### config.mk
export PLATFORM = sky130hd
export DESIGN_NAME = pipeline_hazard_ctrl
export DESIGN_NICKNAME = d
export VERILOG_FILES = /design/src/rtl/pipeline_hazard_ctrl.sv
export SDC_FILE = /design/constraint.sdc
export NUM_CORES = 1
export LEC_CHECK = 0
export ABC_AREA = 1
export BUFFER_PORTS_ARGS = -buffer_cell sky130_fd_sc_hd__buf_2
export CORE_ASPECT_RATIO = 0.7
export CORE_MARGIN = 1.5
export CORE_UTILIZATION = 54
export DETAILED_ROUTE_END_ITERATION = 10
export PLACE_DENSITY = 0.91
export SYNTH_ARGS = -nofsm -noshare
export SYNTH_HDL_FRONTEND = slang
export SYNTH_SLANG_ARGS = --single-unit
### constraint.sdc
create_clock -name clk -period 3.8 [get_ports clk]
set_input_delay 1.14 -clock clk [delete_from_list [all_inputs] [get_ports clk]]
set_output_delay 1.14 -clock clk [all_outputs]
set_load 0.05 [all_outputs]
### src/rtl/pipeline_hazard_ctrl.sv
// Hazard and stall controller for the 5-stage pipeline: forwarding, load-use stall, branch flush, data-memory wait sequencing.
// Optional performance counters are enabled with `define HAZARD_PERF_CNT_EN.
module pipeline_hazard_ctrl #(
    parameter int unsigned TIMEOUT_CYCLES = 255,
    parameter int unsigned CNT_WIDTH      = 32
) (
    input  logic       clk,
    input  logic       n_rst,
    input  logic [4:0] Rs1D,
    input  logic [4:0] Rs2D,
    input  logic [4:0] Rs1E,
    input  logic [4:0] Rs2E,
    input  logic [4:0] RdE,
    input  logic [4:0] RdM,
    input  logic [4:0] RdW,
    input  logic       RegWriteM,
    input  logic       RegWriteW,
    input  logic [1:0] ResultSrcE,
    input  logic [1:0] ResultSrcM,
    input  logic       MemWriteM,
    input  logic       PCSrcE,
    input  logic       dmem_ready,
    output logic [1:0] ForwardAE,
    output logic [1:0] ForwardBE,
    output logic       StallF,
    output logic       StallD,
    output logic       StallE,
    output logic       StallM,
    output logic       FlushD,
    output logic       FlushE,
    output logic       FlushW,
    output logic       dmem_req,
    output logic       mem_timeout
`ifdef HAZARD_PERF_CNT_EN
    ,
    output logic [CNT_WIDTH-1:0] stall_cnt,
    output logic [CNT_WIDTH-1:0] flush_cnt
`endif
);

    localparam logic [0:0]  ST_IDLE     = 1'b0;
    localparam logic [0:0]  ST_WAIT     = 1'b1;
    localparam logic [1:0]  RES_LOAD    = 2'b01;
    localparam logic [15:0] TIMEOUT_LIM = 16'(TIMEOUT_CYCLES);

    if ((TIMEOUT_CYCLES < 1) || (TIMEOUT_CYCLES > 65535) || (CNT_WIDTH < 1)) begin : g_param_check
        $error("pipeline_hazard_ctrl: TIMEOUT_CYCLES must be 1..65535 and CNT_WIDTH >= 1");
    end

    logic        memop_m;
    logic        mem_stall;
    logic        lw_stall;
    logic [0:0]  state_q, state_d;
    logic [15:0] wait_cnt_q, wait_cnt_d;
    logic        mem_timeout_q, mem_timeout_d;

    // M-stage ALU result wins over W result: it is the younger write.
    function automatic logic [1:0] fwd_sel(input logic [4:0] rs, input logic wr_m, input logic [4:0] rd_m,
                                           input logic wr_w, input logic [4:0] rd_w);
        if (wr_m && (rd_m != 5'd0) && (rd_m == rs))      return 2'b10;
        else if (wr_w && (rd_w != 5'd0) && (rd_w == rs)) return 2'b01;
        else                                             return 2'b00;
    endfunction

    assign memop_m   = MemWriteM | (ResultSrcM == RES_LOAD);
    assign dmem_req  = memop_m;
    assign mem_stall = memop_m & ~dmem_ready;
    assign lw_stall  = (ResultSrcE == RES_LOAD) & (RdE != 5'd0) & ((RdE == Rs1D) | (RdE == Rs2D));

    assign ForwardAE = fwd_sel(Rs1E, RegWriteM, RdM, RegWriteW, RdW);
    assign ForwardBE = fwd_sel(Rs2E, RegWriteM, RdM, RegWriteW, RdW);

    always_comb begin
        // NOTE: every output gets a default first so no path leaves it unassigned (no latch).
        StallF = 1'b0;
        StallD = 1'b0;
        StallE = 1'b0;
        StallM = 1'b0;
        FlushD = 1'b0;
        FlushE = 1'b0;
        FlushW = 1'b0;
        if (mem_stall) begin
            // Frozen pipeline: a pending branch or load-use waits in place until memory completes.
            StallF = 1'b1;
            StallD = 1'b1;
            StallE = 1'b1;
            StallM = 1'b1;
            FlushW = 1'b1;
        end else begin
            StallF = lw_stall;
            StallD = lw_stall;
            FlushE = lw_stall | PCSrcE;
            FlushD = PCSrcE;
        end
    end

    always_comb begin
        state_d    = state_q;
        wait_cnt_d = wait_cnt_q;
        case (state_q)
            ST_IDLE: begin
                wait_cnt_d = 16'd0;
                if (mem_stall) begin
                    state_d    = ST_WAIT;
                    wait_cnt_d = 16'd1;
                end
            end
            ST_WAIT: begin
                if (dmem_ready || !memop_m) begin
                    state_d    = ST_IDLE;
                    wait_cnt_d = 16'd0;
                end else if (wait_cnt_q != 16'hFFFF) begin
                    wait_cnt_d = wait_cnt_q + 16'd1;
                end
            end
            default: begin
                state_d    = ST_IDLE;
                wait_cnt_d = 16'd0;
            end
        endcase
        mem_timeout_d = mem_timeout_q | ((state_d == ST_WAIT) && (wait_cnt_d >= TIMEOUT_LIM));
    end

    always_ff @(posedge clk or negedge n_rst) begin
        if (!n_rst) begin
            state_q       <= ST_IDLE;
            wait_cnt_q    <= 16'd0;
            mem_timeout_q <= 1'b0;
        end else begin
            // NOTE: non-blocking assignments so every register samples pre-edge values.
            state_q       <= state_d;
            wait_cnt_q    <= wait_cnt_d;
            mem_timeout_q <= mem_timeout_d;
        end
    end

    assign mem_timeout = mem_timeout_q;

`ifdef HAZARD_PERF_CNT_EN
    logic [CNT_WIDTH-1:0] stall_cnt_q, flush_cnt_q;

    always_ff @(posedge clk or negedge n_rst) begin
        if (!n_rst) begin
            stall_cnt_q <= '0;
            flush_cnt_q <= '0;
        end else begin
            stall_cnt_q <= stall_cnt_q + CNT_WIDTH'(StallF);
            flush_cnt_q <= flush_cnt_q + CNT_WIDTH'(FlushE);
        end
    end

    assign stall_cnt = stall_cnt_q;
    assign flush_cnt = flush_cnt_q;
`endif

endmodule
; Word level (Yosys, flattened, before mapping)
; Index checks and enable logic that the tools add are counted.
; W data, S select, Z words.
[totals]
inputBits = 46
ff_bits = 18
[classes]
muxes = 14
eq_ne = 9
addsub = 1
reduce_logical = 12
bitwise_logic = 9
magnitude_cmp = 1
[op_table]
columns = cell, n
row1 = $mux W16, 2
row2 = $pmux W16 S2, 1
row3 = $eq A5 B5 Y1, 6
row4 = $add A16 B1 Y16 const B, 1
row5 = $ge A16 B8 Y1 const B, 1
row6 = $ne A16 B16 Y1 const B, 1
row7 = $reduce_bool A5 Y1, 3
row8 = $mux W1, 8
row9 = $logic_and A1 B1 Y1, 7
row10 = $eq A2 B1 Y1 const B, 2
row11 = $mux W2, 2
row12 = $or A1 B1 Y1, 4
row13 = $and A1 B1 Y1, 3
row14 = $not A1 Y1, 2
row15 = $pmux W1 S2, 1
row16 = $logic_not A1 Y1, 1
row17 = $logic_or A1 B1 Y1, 1

; Logic depth before layout (Yosys ltp)
; Gate-level depths: netlist of the first run.
[depth]
depth_word = 9
ltp_mapped = 13

; Least setup slack after synthesis of the first run
; Ideal clock, no wire load.
[synth_timing]
kind = input port to output port
from = input port RdM[0]
to = output port ForwardAE[0]
path_stages = 4
arrival_time_ns = 3.595
setup_slack_ns = -0.935
path_cell_list = xnor2_1 -> nand3_1 -> nor4_1 -> nor2_1
[synth_via]
elab_chain_cells = 4
[synth_rtl]
columns = item, line_no
row1 = start: declaration, 14  ; input logic [4:0] RdM,
row2 = $reduce_bool A5 Y1, 60  ; if (wr_m && (rd_m != 5'd0) && (rd_m == rs)) return 2'b10;
row3 = $logic_and A1 B1 Y1, 60
row4 = $logic_and A1 B1 Y1 *, 60
row5 = $mux W2 *, 60
row6 = end: declaration, 23  ; output logic [1:0] ForwardAE,
; Mark *: on every way between the ends. The rest lies on a longest branch, timed or not.

; Worst setup path after layout of the first run
; Ends and elaborated chain as after synthesis.

==> results_dict.tcl, run 1 <==
set metrics [dict create \
    die_x_um 70.0 \
    fp.coreArea_mm2 0.00290 \
    hpwl_mm 3.51 \
    first_global_vias 1521 \
    fmax_mhz 285 \
    yosys.area.top_type_share_pct 26.5 \
    status "completed" \
    synth_top_family_by_area "simple AND/OR/NAND/NOR gates" \
    synth_xor_area_share_pct 16.0 \
    wl_mm 4.27 \
    grt_pass1_wl_mm 6.83 \
    crit_start "RdM[0]" \
    path_buf_inv 3 \
    wl_per_cell_um 12.4 \
    clock_latency_ns 0.26 \
    finalCriticalPeriod_ns 3.51 \
    grt.met3_usage_pct 5.93 \
    ys_top_cells_by_area "dfrtp_1, nand2_1, xnor2_1, nand3_1, xor2_1" \
    finalCritPeriodShare_pct 92.3 \
    num_vias 1801 \
    slowest_stage "or2_2" \
    area.growth.synth_to_final_pct 23.6 \
    syn-instance-count 251 \
    clk_pin_slew_ns 0.07 \
    rsz0062_at_grt "false" \
    syn_area_mm2 0.00170 \
    dieHeight_um 49.9 \
    num_antenna_cells 0 \
    seq_area_frac_synth_pct 26.5 \
    start_util_pct 58.5 \
    drtPass1Iterations 4 \
    required_ns 2.66 \
    synth_edf_count 0 \
    ant_nets 0 \
    yosys_register_bits 18 \
    holdPathStages 2 \
    post_cts_resized 0 \
    critical_path_peak_fanout 3 \
    grt.met1_usage_pct 35.5 \
    path_delay_family "buffers and inverters" \
    p_per_area_mw_per_mm2 230 \
    setup.worst_path.start_class "input pin" \
    grt_overflow 0 \
    endpoint_kind "output port" \
    portBuffers 58 \
    peakVddDrop_uv 155 \
    cts-buffers-inserted 3 \
    yosysTopAreaCell "dfrtp_1" \
    slew_headroom_pct 72.0 \
    fin_util_pct 72.3 \
    syn-num-nets 298 \
    dp_cells 341 \
    h-tree-depth 1 \
    cts-hold-fix-buffers 0 \
    cp_slowest_stage_delay_ns 0.29 \
    nNetsFinal 357 \
    routabilityCongestion 0.916 \
    post_synth_fa_ha_maj_area_fraction_pct 0.736 \
    finalSetupViolCount 0 \
    hold_start "mem_timeout$_DFF_PN0_" \
    cts_sinks 18 \
    min_path_type "reg -> reg" \
    hold_viol 0 \
    fp-row-count 16 \
    yosys.area_share.simple_pct 41.7 \
    r2r_cells 13 \
    synthMuxAreaShare_pct 0 \
    die_area_mm2 0.00350 \
    antenna_found_initial 0 \
    grt_max_degree 19 \
    drive_gt1_share_pct 28.8 \
    synth_ff_type "dfrtp_1" \
    r2r-start "wait_cnt_q[0]$_DFF_PN0_" \
    syn_avg_cell_area_um2 6.77 \
    arrival_ns 2.37 \
    tightestPinTransition_ns 0.415 \
    ys_types 30 \
    grt_use_met2_pct 38.3 \
    worstSetupPathDepth 7 \
    grt.total_usage_pct 25.1 \
    yosysWarnings 0 \
    final_area_mm2 0.00210 \
    io_pins 59 \
    synthArstFlopShare_pct 100 \
    clockBufferDepth 2 \
    cpMostUsedCell "buf_2" \
    synth_compound_area_share_pct 4.57 \
    cts_tree "done" \
    final_cell_count_no_fill 345 \
    setup_tns_ns 0 \
    fin_skew_ns 0.00260 \
    p_leak_nw 1.08 \
    dpl_cell_area_mm2 0.00204 \
    busiest_layer "met2" \
    max-cap-violations 0 \
    root_buffer "clkbuf_8" \
    drc 0 \
    via_per_inst 5.22 \
    drt_iter0_drc 147 \
    post_cts_buffers 0 \
    path_cells "buf_2, or2_2, o41ai_1, buf_4, nor4_4, nor2_2, buf_2" \
    worstSetupPathType "in -> out" \
    drv_slew 0 \
]
power breakdown:
group	internal [mW]	leakage, nW	switching [mW]
Clock	0.0922	0.0288	0.0672
Sequential	0.193	0.244	0.00287
Combinational	0.0492	0.812	0.0785
area by class of cell:
| type | count | area [um2] |
|---|---|---|
| Fill cell | 233 | 803 |
| Inverter | 36 | 135 |
| Timing Repair Buffer | 60 | 305 |
| Sequential cell | 18 | 450 |
| Multi-Input combinational cell | 191 | 1110 |
| Clock buffer | 4 | 55.1 |
| Tap cell | 36 | 45.0 |
worst reg2reg max path, cell delays in order (launching register included):
cell	delay, ns
dfrtp_1	0.41
ha_1	0.29
nand3_2	0.14
inv_2	0.04
nand2_2	0.10
inv_2	0.06
nand2_4	0.16
nand3_1	0.14
nand3_1	0.11
nand2_1	0.06
inv_1	0.05
nand2_1	0.06
nor2_1	0.08
nand3_1	0.06
worst paths after layout:
| kind | to | slack, ns |
|---|---|---|
| max | ForwardAE[0] | 0.29 |
| min | mem_timeout$_DFF_PN0_ | 0.49 |
| max reg2reg | mem_timeout$_DFF_PN0_ | 1.93 |
| min reg2reg | mem_timeout$_DFF_PN0_ | 0.49 |
| max in group asynchronous | wait_cnt_q[8]$_DFF_PN0_ | 2.70 |
| min in group asynchronous | wait_cnt_q[1]$_DFF_PN0_ | 0.80 |
cell usage after synthesis (2+ instances only):
master   number
nand2_1      57
inv_1        32
nor2_1       30
nand3_1      25
dfrtp_1      18
xnor2_1      17
xor2_1       14
nand4_1      13
or2_2         5
nand2_2       4
nor2_4        4
buf_4         3
inv_2         3
nor4_1        3
o41ai_1       3
a21oi_1       2
buf_2         2
nand3_2       2
nor3_1        2
o21ai_1       2
through the flow:
| step | worst slack (ns) | power (mW) | hold WS (ns) |
|---|---|---|---|
| global placement | 0.321 | 0.324 | 0.470 |
| CTS | 0.289 | 0.485 | 0.497 |
| floorplan | 0.0105 | 0.278 | 0.574 |
| global route | 0.167 | 0.504 | 0.511 |
| finish | 0.294 | 0.483 | 0.487 |
| detailed placement | 0.289 | 0.327 | 0.478 |
kinds of logic after synthesis:
kind of cell | Yosys count
xor+xnor | 31
simple gates | 148
buf+inv | 42
flops | 18
fa+ha+maj | 1
compound gates | 11
flip-flops by register name, summed over array words and instances (netlist names):
| register | count |
|---|---|
| state_q | 1 |
| mem_timeout | 1 |
| wait_cnt_q | 16 |
routing by layer:
metal	share of wire, %	up-vias	routed length, um
met1	48	789	2060
met3	7.5	10	322
li1	-	913	-
met2	42	89	1810
met4	1.9	0	81
met5	0	-	0
cells in the final DEF, fill, tap and decap left out, drive strengths merged:
cell,count
nand3b,1
xnor2,17
o21ai,3
nand4,13
buf,60
nand2,62
o41ai,3
nor3,2
xor2,14
o21bai,1
dfrtp,18
nand3,27
nor4,3
nor2,35
o21a,1
or2,5
clkinv,1
a21o,1
inv,35
ha,1
clkbuf,4
a21oi,2
Power figures use the tool's default switching activity.
==> inputs of run 2 (changes only) <==
--- a/config.mk
+++ b/config.mk
@@ -7,3 +7,3 @@
 export LEC_CHECK = 0
-export ABC_AREA = 1
+export ABC_AREA = 0
 export BUFFER_PORTS_ARGS = -buffer_cell sky130_fd_sc_hd__buf_2
@@ -11,5 +11,6 @@
 export CORE_MARGIN = 1.5
-export CORE_UTILIZATION = 54
+export CORE_UTILIZATION = 52
 export DETAILED_ROUTE_END_ITERATION = 10
 export PLACE_DENSITY = 0.91
+export RECOVER_POWER = 25
 export SYNTH_ARGS = -nofsm -noshare
--- a/constraint.sdc
+++ b/constraint.sdc
@@ -3,2 +3,2 @@
 set_output_delay 1.14 -clock clk [all_outputs]
-set_load 0.05 [all_outputs]
+set_load 0.1 [all_outputs]
==> results_dict.tcl, run 2 <==
set metrics [dict create \
    cts_tree "done" \
    worstSetupPathType "in -> out" \
    power_frac_clock_pct 25.9 \
    fmax_mhz 266 \
    slew_headroom_pct 36.0 \
    via_per_inst 5.71 \
    yosys_register_bits 18 \
    synth_edf_count 0 \
    synthMostInstantiatedCell "xor2_1" \
    grt.total_usage_pct 23.7 \
    regMostFlops "wait_cnt_q" \
    synthArstFlopShare_pct 100 \
    antenna_found_initial 0 \
    clockBufferDepth 2 \
    p_leak_nw 0.937 \
    fp.coreArea_mm2 0.00276 \
    dp_cells 259 \
    rsz0062_at_grt "true" \
    io_pins 59 \
    start_util_pct 54.2 \
    hold_end "wait_cnt_q[0]$_DFF_PN0_" \
    wl_mm 4.08 \
    finalSetupViolCount 0 \
    largest_reg_flops 16 \
    finalCriticalPeriod_ns 3.77 \
    syn_avg_cell_area_um2 8.80 \
    fin_skew_ns 0.00155 \
    yosysWarnings 0 \
    num_antenna_cells 0 \
    routabilityCongestion 0.879 \
    dieHeight_um 47.9 \
    hold_start "state_q$_DFF_PN0_" \
    final_cell_count_no_fill 263 \
    r2r-start "wait_cnt_q[0]$_DFF_PN0_" \
    drc 0 \
    first_global_vias 1275 \
    h-tree-depth 1 \
    r2r_end "mem_timeout$_DFF_PN0_" \
    ant_nets 0 \
    required_ns 2.66 \
    syn-num-nets 217 \
    yosys.area.top_type_share_pct 30.1 \
    endpoint_kind "output port" \
    finalCritPeriodShare_pct 99.1 \
    drv_slew 0 \
    cts-buffers-inserted 3 \
    grt_overflow 0 \
    portBuffers 58 \
    drtPass1Iterations 4 \
    drt_iter0_drc 69 \
    synth_top_cells_by_count "xor2_1, dfrtp_1, nor2_1" \
    hold_viol 0 \
    seq_power_share_pct 38.5 \
    fin_util_pct 78.8 \
    cp_slowest_stage_delay_ns 0.58 \
    clock_latency_ns 0.25 \
    drive_gt1_share_pct 38.8 \
    holdPathStages 1 \
    p_sw_mw 0.174 \
    die_x_um 67.1 \
    num_vias 1503 \
    tightestPinTransition_ns 0.959 \
    r2r_cells 7 \
    root_buffer "clkbuf_8" \
    seq_area_frac_synth_pct 30.1 \
    ys_top_cells_by_area "dfrtp_1, xor2_1, xnor2_1, nor2_1, or4_1" \
    ys_types 41 \
    switching_share_pct 34.3 \
    final_cell_mix "buf_2, xor2_1, dfrtp_1" \
    setup.worst_path.start_class "input pin" \
    hpwl_mm 3.00 \
    synth_ff_type "dfrtp_1" \
    nNetsFinal 276 \
    area.growth.synth_to_final_pct 45.5 \
    fp-row-count 16 \
    peakVddDrop_uv 279 \
    grt_max_degree 19 \
    clk_pin_slew_ns 0.06 \
    die_area_mm2 0.00321 \
    critical_path_peak_fanout 3 \
    mostFrequentLayoutCell "buf_2" \
    grt_pass1_wl_mm 5.54 \
    status "completed" \
    max-cap-violations 0 \
    p_comb_share_pct 35.6 \
    arrival_ns 2.63 \
    p_per_area_mw_per_mm2 233 \
    cts_sinks 18 \
    slowest_stage "or4b_4" \
    wl_per_cell_um 15.5 \
    yosysTopAreaCell "dfrtp_1" \
    path_cells "buf_4, xnor2_2, nand3_1, nor3_2, a31oi_1, or4b_4, a21oi_4, buf_12" \
    rrSetupSlack_ns 1.39 \
    syn-instance-count 170 \
    min_path_type "reg -> reg" \
    p_int_mw 0.334 \
    syn_area_mm2 0.00150 \
]
-- run 2: through the flow --
stage / hold slack [ns] / TNS [ns] / worst slack (ns) / power (mW) / instance area, um2
final: 0.470 / 0 / 0.0348 / 0.508 / 2180
after global routing: 0.483 / -0.0502 / -0.0480 / 0.529 / 2180
after CTS: 0.463 / 0 / 0.00326 / 0.501 / 2110
after detailed placement: 0.451 / -0.0956 / -0.0956 / 0.370 / 2060
after global placement: 0.435 / -0.0376 / -0.0376 / 0.366 / 2060
after floorplan: 0.412 / -1.69 / -0.431 / 0.310 / 1650
-- run 2: logic make-up (layout without fill, tap and decap cells) --
logic type      after synthesis  in the layout  share of synthesized area [%]
flops                        18             18                           30.1
compound gates               23             23                           10.2
buf+inv                      10             67                           3.34
xor+xnor                     41             41                           24.0
mux                           4              4                           2.76
fa+ha+maj                     1              1                          0.836
simple gates                 73             73                           28.8
-- run 2: per-layer routing --
metal | GRT usage [%] | vias to the layer above | routed length, um
li1 | - | 726 | -
met3 | 5.65 | 8 | 357
met4 | 5.71 | 0 | 44
met2 | 39.8 | 73 | 2070
met1 | 31.6 | 696 | 1600
met5 | 0 | - | 0
-- run 2: layout make-up --
| type | instances | area [um2] |
|---|---|---|
| multi-input combinational | 142 | 1160 |
| sequential | 18 | 450 |
| tap | 36 | 45.0 |
| fill | 174 | 586 |
| inverter | 5 | 22.5 |
| clock buffer | 3 | 41.3 |
| timing repair buffer | 59 | 458 |
-- run 2: power groups by stage --
stage	sequential (mW)	combinational [mW]	clock, mW
after CTS	0.195	0.173	0.132
after floorplan	0.198	0.112	0
final	0.195	0.181	0.132
after global routing	0.195	0.191	0.142
after detailed placement	0.199	0.171	0
after global placement	0.199	0.168	0
-- run 2: timing repair --
| item | CTS | global route |
|---|---|---|
| pin swaps | 8 | 5 |
| hold buffers | 0 | 0 |
| setup buffers | 0 | 1 |
| endpoints found under the setup margin | 1 | 4 |
| resized for setup | 2 | 15 |
-- run 2: critical path, delay by kind of cell --
kind	cells	cell delay, ns
AOI/OAI and AO/OA	2	0.22
buffers and inverters	2	0.32
and+or+nand+nor	3	0.81
xor gates and xnor gates	1	0.13
-- run 2: worst max path at each step --
| stage | start | endpoint | slack [ns] | cells after the start |
|---|---|---|---|---|
| finish | RdE[4] | FlushE | 0.03 | 8 |
| global route | RdE[4] | FlushE | -0.05 | 8 |
| detailed placement | RdE[0] | FlushE | -0.1 | 8 |
| floorplan | RdM[1] | ForwardAE[0] | -0.43 | 4 |
| CTS | RdE[0] | FlushE | 0.003 | 8 |
| global placement | RdE[0] | FlushE | -0.04 | 8 |
